===== config.mk =====
export PLATFORM = sky130hd
export DESIGN_NAME = instruction_fetch_flat
export DESIGN_NICKNAME = d
export VERILOG_FILES = /design/src/rtl/instruction_fetch_if.sv /design/src/rtl/instruction_fetch.sv /design/src/flat_wrapper.sv
export SDC_FILE = /design/constraint.sdc
export NUM_CORES = 1
export LEC_CHECK = 0
export CAP_MARGIN = 5
export CORE_ASPECT_RATIO = 0.6
export CORE_UTILIZATION = 25
export CTS_BUF_LIST = sky130_fd_sc_hd__clkbuf_4 sky130_fd_sc_hd__clkbuf_8 sky130_fd_sc_hd__clkbuf_16
export DETAILED_ROUTE_END_ITERATION = 6
export PLACE_DENSITY = 0.53
export RECOVER_POWER = 50
export SETUP_SLACK_MARGIN = 0.3
export SYNTH_ARGS = -nofsm -noshare
export SYNTH_HDL_FRONTEND = slang
export SYNTH_SLANG_ARGS = --single-unit

===== constraint.sdc =====
create_clock -name clk -period 1.7 [get_ports clk]
set_input_delay 0.34 -clock clk [delete_from_list [all_inputs] [get_ports clk]]
set_output_delay 0.34 -clock clk [all_outputs]
set_load 0.03 [all_outputs]

===== src/rtl/instruction_fetch_if.sv =====
// Instruction fetch bus bundle.
// Groups the control inputs (start, redirect, ready), the program-memory
// read path (Fetch_Address_o -> Instruction_i) and the IF/ID outputs.
//   slave  : the fetch unit (consumes *_i, drives *_o)
//   master : the environment (drives *_i, observes *_o)
interface instruction_fetch_if #(
  parameter int DATA_WIDTH = 32
);
  logic                  Start_i;
  logic                  Redirect_i;
  logic [DATA_WIDTH-1:0] Redirect_Target_i;
  logic [DATA_WIDTH-1:0] Instruction_i;
  logic                  Ready_i;
  logic [DATA_WIDTH-1:0] Fetch_Address_o;
  logic [DATA_WIDTH-1:0] Instruction_o;
  logic [DATA_WIDTH-1:0] PC_o;
  logic [DATA_WIDTH-1:0] PC_Plus4_o;
  logic                  Valid_o;
  logic                  Error_o;
  logic [DATA_WIDTH-1:0] Fetch_Count_o;

  modport slave (
    input  Start_i, Redirect_i, Redirect_Target_i, Instruction_i, Ready_i,
    output Fetch_Address_o, Instruction_o, PC_o, PC_Plus4_o, Valid_o,
           Error_o, Fetch_Count_o
  );

  modport master (
    output Start_i, Redirect_i, Redirect_Target_i, Instruction_i, Ready_i,
    input  Fetch_Address_o, Instruction_o, PC_o, PC_Plus4_o, Valid_o,
           Error_o, Fetch_Count_o
  );
endinterface


===== src/rtl/instruction_fetch.sv =====
// Instruction fetch stage with IF/ID pipeline register.
// Presents the PC to program memory combinationally, captures the returned
// word into IF/ID when decode can take it, honours branch/jump redirects
// (flushing IF/ID) and halts with a sticky error on a misaligned target.
// Ports:
//   clk   - clock, all state changes on the rising edge
//   reset - synchronous active-high reset
//   bus   - instruction_fetch_if.slave: Start_i, Redirect_i,
//           Redirect_Target_i, Instruction_i, Ready_i in;
//           Fetch_Address_o, Instruction_o, PC_o, PC_Plus4_o, Valid_o,
//           Error_o, Fetch_Count_o out
module instruction_fetch #(
  parameter int                    DATA_WIDTH = 32,
  parameter logic [DATA_WIDTH-1:0] RESET_PC   = 32'h0040_0000
) (
  input  logic                clk,
  input  logic                reset,
  instruction_fetch_if.slave  bus
);

  localparam logic [DATA_WIDTH-1:0] PC_STEP = DATA_WIDTH'(4);

  typedef enum logic [1:0] {
    IDLE   = 2'd0,
    FETCH  = 2'd1,
    HALTED = 2'd2
  } state_e;

  state_e                state_q, state_d;
  logic [DATA_WIDTH-1:0] pc_q, pc_d;
  logic [DATA_WIDTH-1:0] instr_q, instr_d;
  logic [DATA_WIDTH-1:0] pc_out_q, pc_out_d;
  logic [DATA_WIDTH-1:0] count_q, count_d;
  logic                  valid_q, valid_d;
  logic                  error_q, error_d;

  logic target_aligned;
  logic redir_ok;
  logic redir_bad;
  logic load_en;

  // A redirect outranks both load and stall; a stall is simply the absence
  // of load_en while IF/ID is occupied.
  assign target_aligned = (bus.Redirect_Target_i[1:0] == 2'b00);
  assign redir_ok  = (state_q == FETCH) && bus.Redirect_i &&  target_aligned;
  assign redir_bad = (state_q == FETCH) && bus.Redirect_i && !target_aligned;
  assign load_en   = (state_q == FETCH) && !bus.Redirect_i
                     && (!valid_q || bus.Ready_i);

  // ---- state register / IF-ID register ----
  always_ff @(posedge clk) begin
    if (reset) begin
      state_q  <= IDLE;
      pc_q     <= RESET_PC;
      instr_q  <= '0;
      pc_out_q <= '0;
      count_q  <= '0;
      valid_q  <= 1'b0;
      error_q  <= 1'b0;
    end else begin
      state_q  <= state_d;
      pc_q     <= pc_d;
      instr_q  <= instr_d;
      pc_out_q <= pc_out_d;
      count_q  <= count_d;
      valid_q  <= valid_d;
      error_q  <= error_d;
    end
  end

  // ---- next-state logic ----
  always_comb begin
    state_d = state_q;
    unique case (state_q)
      IDLE:    if (bus.Start_i) state_d = FETCH;
      FETCH:   if (redir_bad)   state_d = HALTED;
      HALTED:  state_d = HALTED;
      default: state_d = IDLE;
    endcase
  end

  // ---- datapath / output next values ----
  always_comb begin
    pc_d     = pc_q;
    instr_d  = instr_q;
    pc_out_d = pc_out_q;
    valid_d  = valid_q;
    error_d  = error_q | redir_bad;
    // The transfer counter sees the handshake even on a redirect edge.
    count_d  = count_q + DATA_WIDTH'(valid_q && bus.Ready_i);

    if (redir_ok) begin
      pc_d    = bus.Redirect_Target_i;
      valid_d = 1'b0;
    end else if (redir_bad) begin
      valid_d = 1'b0;
    end else if (load_en) begin
      instr_d  = bus.Instruction_i;
      pc_out_d = pc_q;
      valid_d  = 1'b1;
      pc_d     = pc_q + PC_STEP;
    end
  end

  assign bus.Fetch_Address_o = pc_q;
  assign bus.Instruction_o   = instr_q;
  assign bus.PC_o            = pc_out_q;
  assign bus.PC_Plus4_o      = pc_out_q + PC_STEP;
  assign bus.Valid_o         = valid_q;
  assign bus.Error_o         = error_q;
  assign bus.Fetch_Count_o   = count_q;

endmodule


===== src/flat_wrapper.sv =====
// flat-port wrapper written by rule: the top's interface ports become plain ports
module instruction_fetch_flat 
#(
  parameter int                    DATA_WIDTH = 32,
  parameter logic [DATA_WIDTH-1:0] RESET_PC   = 32'h0040_0000
)
  (clk, reset, bus_Start_i, bus_Redirect_i, bus_Redirect_Target_i, bus_Instruction_i, bus_Ready_i, bus_Fetch_Address_o, bus_Instruction_o, bus_PC_o, bus_PC_Plus4_o, bus_Valid_o, bus_Error_o, bus_Fetch_Count_o);
  instruction_fetch_if #(.DATA_WIDTH(DATA_WIDTH)) bus_i ();
  input  logic clk;
  input  logic reset;
  input wire logic [$bits(bus_i.Start_i)-1:0] bus_Start_i;
  input wire logic [$bits(bus_i.Redirect_i)-1:0] bus_Redirect_i;
  input wire logic [$bits(bus_i.Redirect_Target_i)-1:0] bus_Redirect_Target_i;
  input wire logic [$bits(bus_i.Instruction_i)-1:0] bus_Instruction_i;
  input wire logic [$bits(bus_i.Ready_i)-1:0] bus_Ready_i;
  output wire logic [$bits(bus_i.Fetch_Address_o)-1:0] bus_Fetch_Address_o;
  output wire logic [$bits(bus_i.Instruction_o)-1:0] bus_Instruction_o;
  output wire logic [$bits(bus_i.PC_o)-1:0] bus_PC_o;
  output wire logic [$bits(bus_i.PC_Plus4_o)-1:0] bus_PC_Plus4_o;
  output wire logic [$bits(bus_i.Valid_o)-1:0] bus_Valid_o;
  output wire logic [$bits(bus_i.Error_o)-1:0] bus_Error_o;
  output wire logic [$bits(bus_i.Fetch_Count_o)-1:0] bus_Fetch_Count_o;
  assign bus_i.Start_i = bus_Start_i;
  assign bus_i.Redirect_i = bus_Redirect_i;
  assign bus_i.Redirect_Target_i = bus_Redirect_Target_i;
  assign bus_i.Instruction_i = bus_Instruction_i;
  assign bus_i.Ready_i = bus_Ready_i;
  assign bus_Fetch_Address_o = bus_i.Fetch_Address_o;
  assign bus_Instruction_o = bus_i.Instruction_o;
  assign bus_PC_o = bus_i.PC_o;
  assign bus_PC_Plus4_o = bus_i.PC_Plus4_o;
  assign bus_Valid_o = bus_i.Valid_o;
  assign bus_Error_o = bus_i.Error_o;
  assign bus_Fetch_Count_o = bus_i.Fetch_Count_o;
  instruction_fetch #(.DATA_WIDTH(DATA_WIDTH), .RESET_PC(RESET_PC)) u_core (.clk(clk), .reset(reset), .bus(bus_i));
endmodule

# After elaboration in Yosys (flattened, before gate mapping)
# Index checks and enable logic that the tools add are counted.
# W data, S select, Z words.
[totals]
in_bits = 69
word_cells = 41
out_inout_bits = 162
register_bits = 132
[op_classes]
n_addsub = 3
reduce_logical = 17
bitwise = 3
mux = 6
eq_ne = 5
[ops]
columns = ["operator", "n"]
rows = [
  ["$mux W32", 3],
  ["$add A32 B3 Y32 const B", 2],
  ["$add A32 B1 Y32", 1],
  ["$logic_and A1 B1 Y1", 6],
  ["$pmux W2 S3", 1],
  ["$logic_not A2 Y1", 2],
  ["$mux W2", 2],
  ["$ne A2 B1 Y1 const B", 2],
  ["$reduce_and A2 Y1", 2],
  ["$logic_not A1 Y1", 3],
  ["$reduce_and A3 Y1", 1],
  ["$reduce_or A3 Y1", 1],
  ["$eq A2 B1 Y1 const B", 1],
  ["$eq A2 B2 Y1 const B", 1],
  ["$ne A2 B2 Y1 const B", 1],
  ["$not A1 Y1", 2],
  ["$reduce_bool A2 Y1", 1],
  ["$logic_or A1 B1 Y1", 1],
  ["$or A1 B1 Y1", 1],
]

# Depth between registers and ports, before layout
# Gate-level depths: netlist of run 1.
[depth]
depth_word = 6
ltp_mapped = 9
mapped_depth_nobuf = 8

# Least setup slack after synthesis of run 1
# OpenSTA, ideal clock, no wires.
[synth_path]
path_type = "reg-to-output"
start = "reg u_core.pc_out_q[16], in the netlist u_core.bus.PC_o[16]"
end = "out bus_PC_Plus4_o[27]"
setup_slack_ns = -0.791
n_path_buf = 0
arrival_ns = 2.151
t_required_ns = 1.360
path_stages_with_launch = 6
path_cell_list = "dfxtp_1 > nand4_1 > or3_1 > nor3_1 > nand3_1 > xnor2_1"
[synth_via]
elab_chain_len = 1
[synth_lines]
columns = ["item", "line", "rtl"]
rows = [
  ["start: declaration", "instruction_fetch.sv:32", "logic [DATA_WIDTH-1:0] pc_out_q, pc_out_d;"],
  ["start signal: assignment", "instruction_fetch.sv:64", "pc_out_q <= pc_out_d;"],
  ["$add A32 B3 Y32", "instruction_fetch.sv:108", "assign bus.PC_Plus4_o = pc_out_q + PC_STEP;"],
  ["end: declaration", "flat_wrapper.sv:19", "output wire logic [$bits(bus_i.PC_Plus4_o)-1:0] bus_PC_Plus4_o;"],
]
# No other way between the ends.

# Worst setup path in the final report of run 1
[layout_path]
start = "reg u_core.pc_out_q[6], in the netlist u_core.bus.PC_o[6]"
end = "out bus_PC_Plus4_o[27]"
# Same word-level chain as after synthesis.

==> impl_results.md, run 1 <==
- Outcome: complete, but fails checks
- Failing checks: negative setup slack
- Fin Setup TNS: -24.19 ns
- Flop pwr share: 0.354
- Vias: 7379
- Layout fillers: 2073
- CTS max path bufs: 2
- Final period utilization: 1.44
- First-pass GRT wire length: 39900 µm
- Hold wc startpoint: reset
- Number of remaining DRC errors: 0
- P_int: 0.00645 W
- Core Box Area: 24200 µm²
- Hold Path Sink: u_core.bus.PC_o[9]
- Synth area leaders: dfxtp_1 43%, nand2_1 9.8%, a21oi_1 6.4%
- Rel. slew slack: 0.577
- Unrepaired setup endpoints after global routing: true
- PnR worst setup slack: -0.749 ns
- Top cells by count, synth: 161 x nand2_1, 132 x dfxtp_1, 79 x a21oi_1
- CP max FO: 4
- # rows: 44
- Fraction of layout cells with a size suffix above 1: 0.630
- Crit Path Class: reg2out
- Critical Path AT: 2.11 ns
- Grt total ovfl: 0
- FFs w/ async S/R, synth: 0
- Initial DRC Count: 327
- Antenna diodes: 0
- Crit path cell chain: and3_4 > nand4_1 > buf_6 > nor3_4 > nand3_2 > xnor2_4 > buf_6
- Routed len/inst: 17.8 µm
- WP data required: 1.36 ns
- Clk sink count: 132
- Reg2reg end: u_core.bus.Fetch_Count_o[12]
- Area of the multi-input gates: 5510 µm²
- Reg2Reg Setup Slack: -0.27 ns
- CTS tree: built
- Max-cap violations: 0
- WHS Path Cells: 2
- Leakage power: 5.96 nW
- Placer congestion estimate: 0.779
- Startpoint types: flip-flop
- Syn nets: 848
- Number of synthesized flops with an enable pin: 0
- Clk network pwr share: 0.397
- Largest net degree at the start of global routing: 37
- Comb pwr share: 0.250
- Initial Utilization: 0.255
- Worst path most repeated cell: buf_6
- Post-synth top area share: 0.429
- Die height: 124 µm
- Initial antenna violation count: 0
- Post-detail-place hpwl: 18100 µm
- Kind of end point of the critical path: output pin
- Area delta synth->final: 133%
- P per Cell Area: 640 nW/µm²
- Total power: 0.00920 W
- Reg area: 2860 µm²
- Setup Skew: 0.00508 ns
- Worst-path clk slew: 0.06 ns
- Crit-path slowest cell: dfxtp_4
- Mean Syn Cell Area: 7.99 µm²
- Top_reg_cell synth: dfxtp_1
- Drt pass-1 iters: 4
- Final min period: 2.45 ns
- Worst-Margin Slew: 0.635 ns
- Synth Warn #: 0
- Largest stage delay, worst path: 0.34 ns
- # port buffers: 230
- Setup Slack @ Placement: -0.556 ns
- Sw frac: 0.299
- Via density: 4.75
- Maximum vdd drop: 0.000700 V
- Cell taking the most area after synthesis: dfxtp_1
- Inserted Clock Buffers: 17
- Post-synthesis register bit count: 132
- Final setup fails: 131
- Overall routed net length: 27600 µm
- Sequential area share after synthesis: 0.429
- Gate count of the mapped netlist: 772
- Clk Latency, worst-skew pair: 0.43 ns
- Count of pins over their slew limit: 0
- Overall routing resource usage: 0.209
- Worst min-delay path category: in2reg
- Total Die Area: 25300 µm²
- Post-layout nets: 1296
- Die Wd: 205 µm
- Cts hold-fix bufs: 0
- Worst reg2reg path depth: 8
- Hold Fails Final Rpt: 0
- Final ANT Viol Nets: 0
- Max Freq: 0.408 GHz
- Synth unique cells: 52
- H-tree levels: 4
- Top-count cell post-synth: nand2_1
- IO Pins: 231
- Number of global-route vias before repair: 6959
- Worst r2r src: u_core.bus.Valid_o
- Sw Pwr: 0.00275 W
- Cell area after synthesis: 6160 µm²
- Clk root buf: clkbuf_16
layer usage:
metal / track usage / vias to the layer above / share of wire
met5: 0 / - / 0
met4: 0.0546 / 0 / 0.011
met3: 0.0560 / 26 / 0.056
met2: 0.299 / 177 / 0.44
met1: 0.305 / 3580 / 0.49
li1: - / 3596 / -
power groups by stage:
stage	sequential (W)	combinational [W]	clock, W
finish	0.00325	0.00230	0.00365
global route	0.00326	0.00241	0.00388
CTS	0.00325	0.00208	0.00375
detailed placement	0.00331	0.00136	0
global placement	0.00330	0.00135	0
floorplan	0.00350	0.000491	0
cell families after synthesis:
family,synth area share
AO/OA/AOI/OAI,0.127
AND/OR/NAND/NOR,0.284
buffers and inverters,0.0440
multiplexers,0.0122
XOR/XNOR,0.0895
flip-flops,0.429
adder cells (fa/ha/maj),0.0142
placed cells by master (no fill, tap or decap), types with 30 or more instances in the layout:
cell | synthesis | final
clkdlybuf4s50_1 | 0 | 66
clkbuf_1 | 24 | 71
dfxtp_2 | 0 | 30
buf_4 | 3 | 89
nor2_1 | 65 | 51
a21oi_2 | 0 | 66
nand2_1 | 161 | 58
dfxtp_1 | 132 | 54
dfxtp_4 | 0 | 48
buf_6 | 0 | 177
nand2_4 | 0 | 72
buf_12 | 0 | 30
nand2_2 | 0 | 30
metrics by stage:
step,cell area [µm²],util,instances,hold WS [ns]
finish,14400,0.595,1555,0.411
global route,14400,0.595,1555,0.415
detailed placement,11100,0.460,1428,0.444
floorplan,7550,-,772,0.429
CTS,13600,0.563,1522,0.353
global placement,11100,0.460,1428,0.438
what timing repair did:
item,CTS,global route
gates cloned,14,3
hold endpoints to repair,0,0
setup buffers,48,30
pin swaps,163,86
resized for setup,1158,193
setup endpoints to repair,285,226
final cells by class:
type                       count  share of cell area
multi-input combinational    577               0.383
timing repair buffer         477               0.346
sequential                   132               0.199
clock buffer                  18              0.0313
tap                          322              0.0280
clock inverter                14             0.00871
inverter                      15             0.00392
registers in the layout (all words and copies together) (netlist names):
register / flops
u_core.state_q: 2
u_core.bus.Fetch_Count_o: 32
u_core.bus.Fetch_Address_o: 32
u_core.bus.Instruction_o: 32
u_core.bus.Error_o: 1
u_core.bus.PC_o: 32
u_core.bus.Valid_o: 1
how the worst max path moves through the flow:
| stage | start | end | slack [ns] | depth (start not counted) |
|---|---|---|---|---|
| 6_report | u_core.bus.PC_o[6] | bus_PC_Plus4_o[27] | -0.75 | 7 |
| 5_1_grt | u_core.bus.PC_o[5] | bus_PC_Plus4_o[27] | -0.81 | 7 |
| 4_1_cts | u_core.bus.PC_o[6] | bus_PC_Plus4_o[27] | -0.78 | 7 |
| 3_5_place_dp | bus_Ready_i | u_core.bus.Fetch_Count_o[12] | -0.56 | 9 |
| 3_3_place_gp | bus_Ready_i | u_core.bus.Fetch_Count_o[14] | -0.54 | 10 |
| 2_1_floorplan | u_core.bus.PC_o[17] | bus_PC_Plus4_o[27] | -0.37 | 5 |
worst max-delay path: cells and delay by family, from the launching register on:
| kind | cells | cell delay, ns |
|---|---|---|
| simple gates | 4 | 0.81 |
| xor+xnor | 1 | 0.19 |
| buf+inv | 2 | 0.35 |
| flops | 1 | 0.34 |
No activity file was read; power rests on OpenSTA's default activity.
==> run 2: changes to the inputs <==
Settings changed: CELL_PAD_IN_SITES_DETAIL_PLACEMENT from default to 0, CELL_PAD_IN_SITES_GLOBAL_PLACEMENT from default to 1, CORE_UTILIZATION 25 to 29, PLACE_DENSITY 0.53 to 0.79.
==> impl_results.md, run 2 (synthesis gave the netlist of run 1 again) <==
- Outcome: complete, but fails checks (unchanged)
- Failing checks: negative setup slack (unchanged)
- Inserted Clock Buffers: 17 (unchanged)
- Largest stage delay, worst path: 0.43 ns (was 0.34 ns)
- Worst-Margin Slew: 0.828 ns (was 0.635 ns)
- Unrepaired setup endpoints after global routing: true (unchanged)
- Rel. slew slack: 0.448 (was 0.577)
- Crit-path slowest cell: or3_4 (was dfxtp_4)
- Commonest cells after routing, fill and taps aside: 168 x buf_6, 87 x buf_4, 81 x clkbuf_1 (was 177 x buf_6, 89 x buf_4, 72 x nand2_4)
- Area delta synth->final: 126% (was 133%)
- Core Box Area: 20400 µm² (was 24200 µm²)
- Startpoint types: flip-flop (unchanged)
- WP data required: 1.36 ns (about the same)
- Clk root buf: clkbuf_16 (unchanged)
- Area of the multi-input gates: 5410 µm² (was 5510 µm²)
- Critical Path AT: 2.03 ns (was 2.11 ns)
- Overall routing resource usage: 0.233 (was 0.209)
- # port buffers: 230 (unchanged)
- H-tree levels: 4 (unchanged)
- Placer congestion estimate: 0.795 (was 0.779)
- WHS Path Cells: 3 (was 2)
- CTS max path bufs: 2 (unchanged)
- Post-layout nets: 1282 (was 1296)
- CP max FO: 4 (unchanged)
- Hold Fails Final Rpt: 0 (unchanged)
- IO Pins: 231 (unchanged)
- Grt total ovfl: 0 (unchanged)
- Crit path cell chain: nand4_1 > or3_4 > nor3_4 > nand3_2 > xnor2_4 > buf_6 (was and3_4 > nand4_1 > buf_6 > nor3_4 > nand3_2 > xnor2_4 > buf_6)
- Reg2Reg Setup Slack: -0.27 ns (about the same)
- P_int: 0.00643 W (was 0.00645 W)
- Comb pwr share: 0.220 (was 0.250)
- Sw frac: 0.290 (was 0.299)
- Final min period: 2.37 ns (was 2.45 ns)
- Worst-path clk slew: 0.06 ns (about the same)
- Sw Pwr: 0.00262 W (was 0.00275 W)
- Initial Utilization: 0.302 (was 0.255)
- Post-detail-place hpwl: 17800 µm (was 18100 µm)
- Worst Setup EP: bus_PC_Plus4_o[31] (was bus_PC_Plus4_o[27])
- Final period utilization: 1.39 (was 1.44)
- Clk Latency, worst-skew pair: 0.43 ns (about the same)
- Worst min-delay path category: in2reg (unchanged)
- PnR worst setup slack: -0.671 ns (was -0.749 ns)
- Max Freq: 0.422 GHz (was 0.408 GHz)
- Maximum vdd drop: 0.000687 V (was 0.000700 V)
- Flop pwr share: 0.357 (was 0.354)
- Reg area: 2860 µm² (about the same)
- Critical path buffers and inverters: 1 (was 2)
- Commonest non-fill, non-tap cell in the layout: buf_6 (unchanged)
- Final Util: 0.681 (was 0.595)
- Setup Skew: 0.0109 ns (was 0.00508 ns)
- Worst r2r src: u_core.bus.Valid_o (unchanged)
- Clk network pwr share: 0.424 (was 0.397)
- Number of remaining DRC errors: 0 (unchanged)
- Routed len/inst: 18.5 µm (was 17.8 µm)
- CP delay by family, top: simple AND/OR/NAND/NOR gates (unchanged)
- Via density: 4.92 (was 4.75)
- Count of pins over their slew limit: 0 (unchanged)
- Fraction of layout cells with a size suffix above 1: 0.603 (was 0.630)
- Max-cap violations: 0 (unchanged)
- Layout fillers: 1609 (was 2073)
- Initial antenna violation count: 5 (was 0)
- Total power: 0.00905 W (was 0.00920 W)
- Worst reg2reg path depth: 9 (was 8)
- Final setup fails: 105 (was 131)
- P per Cell Area: 651 nW/µm² (was 640 nW/µm²)
- Overall routed net length: 27700 µm (was 27600 µm)
- Clk sink count: 132 (unchanged)
- Drt pass-1 iters: 5 (was 4)
- Die height: 115 µm (was 124 µm)
- Initial DRC Count: 419 (was 327)
- Vias: 7370 (was 7379)
- # rows: 40 (was 44)
- Leakage power: 5.80 nW (was 5.96 nW)
- Fin Setup TNS: -21.39 ns (was -24.19 ns)
- CP Launch Point: u_core.bus.PC_o[18] (was u_core.bus.PC_o[6])
- Hold slack: 0.409 ns (was 0.411 ns)
- Stages on the worst setup path: 6 (was 7)
- Final ANT Viol Nets: 0 (unchanged)
- First-pass GRT wire length: 39200 µm (was 39900 µm)
- Crit Path Class: reg2out (unchanged)
- Reg2reg end: u_core.bus.Fetch_Count_o[24] (was u_core.bus.Fetch_Count_o[12])
- Largest net degree at the start of global routing: 48 (was 37)
- Total Die Area: 21900 µm² (was 25300 µm²)
- Die Wd: 190 µm (was 205 µm)
- CTS tree: built (unchanged)
- Kind of end point of the critical path: output pin (unchanged)
- Number of global-route vias before repair: 6952 (was 6959)
-- run 2: cell type report --
| class | instances | area share |
|---|---|---|
| Antenna cell | 5 | 0.000900 |
| Clock buffer | 17 | 0.0306 |
| Clock inverter | 15 | 0.0130 |
| Inverter | 15 | 0.00423 |
| Multi-Input combinational cell | 577 | 0.389 |
| Sequential cell | 132 | 0.205 |
| Tap cell | 273 | 0.0246 |
| Timing Repair Buffer | 463 | 0.332 |
-- run 2: how the worst min path moves through the flow --
stage / from / end
CTS: bus_Redirect_i / u_core.bus.Valid_o
global placement: u_core.bus.Instruction_o[18] / u_core.bus.Instruction_o[18]
global route: bus_Redirect_i / u_core.bus.Valid_o
floorplan: bus_Redirect_i / u_core.bus.Valid_o
detailed placement: u_core.bus.Error_o / u_core.bus.Error_o
finish: bus_Redirect_i / u_core.bus.Valid_o
-- run 2: timing repair --
| item | 4_1_cts | 5_1_grt |
|---|---|---|
| setup endpoints to repair | 284 | 218 |
| pin swaps | 128 | 135 |
| resized for setup | 978 | 279 |
| setup buffers | 42 | 36 |
| hold buffers | 0 | 0 |
| cloned | 6 | 8 |
-- run 2: metal layers --
layer,share of wire,track usage
met1,0.48,0.329
met2,0.44,0.344
met3,0.072,0.0708
met4,0.0097,0.0565
met5,0,0
-- run 2: power by group through the flow --
stage	clock network, W	registers [W]	logic, W
4_1_cts	0.00389	0.00323	0.00163
2_1_floorplan	0	0.00350	0.000491
5_1_grt	0.00405	0.00324	0.00209
6_report	0.00383	0.00323	0.00199
3_3_place_gp	0	0.00329	0.00133
3_5_place_dp	0	0.00329	0.00134
-- run 2: through the flow --
step,cells,instance area (µm²),setup WS [ns]
global route,1492,13900,-0.766
detailed placement,1368,11000,-0.540
global placement,1368,11000,-0.511
floorplan,772,7550,-0.369
finish,1497,13900,-0.671
CTS,1448,12700,-0.694
-- run 2: worst min-delay path, stage by stage --
cell and delay (ns):
dlygate4sd2_1 0.24, buf_6 0.13, a211oi_1 0.06
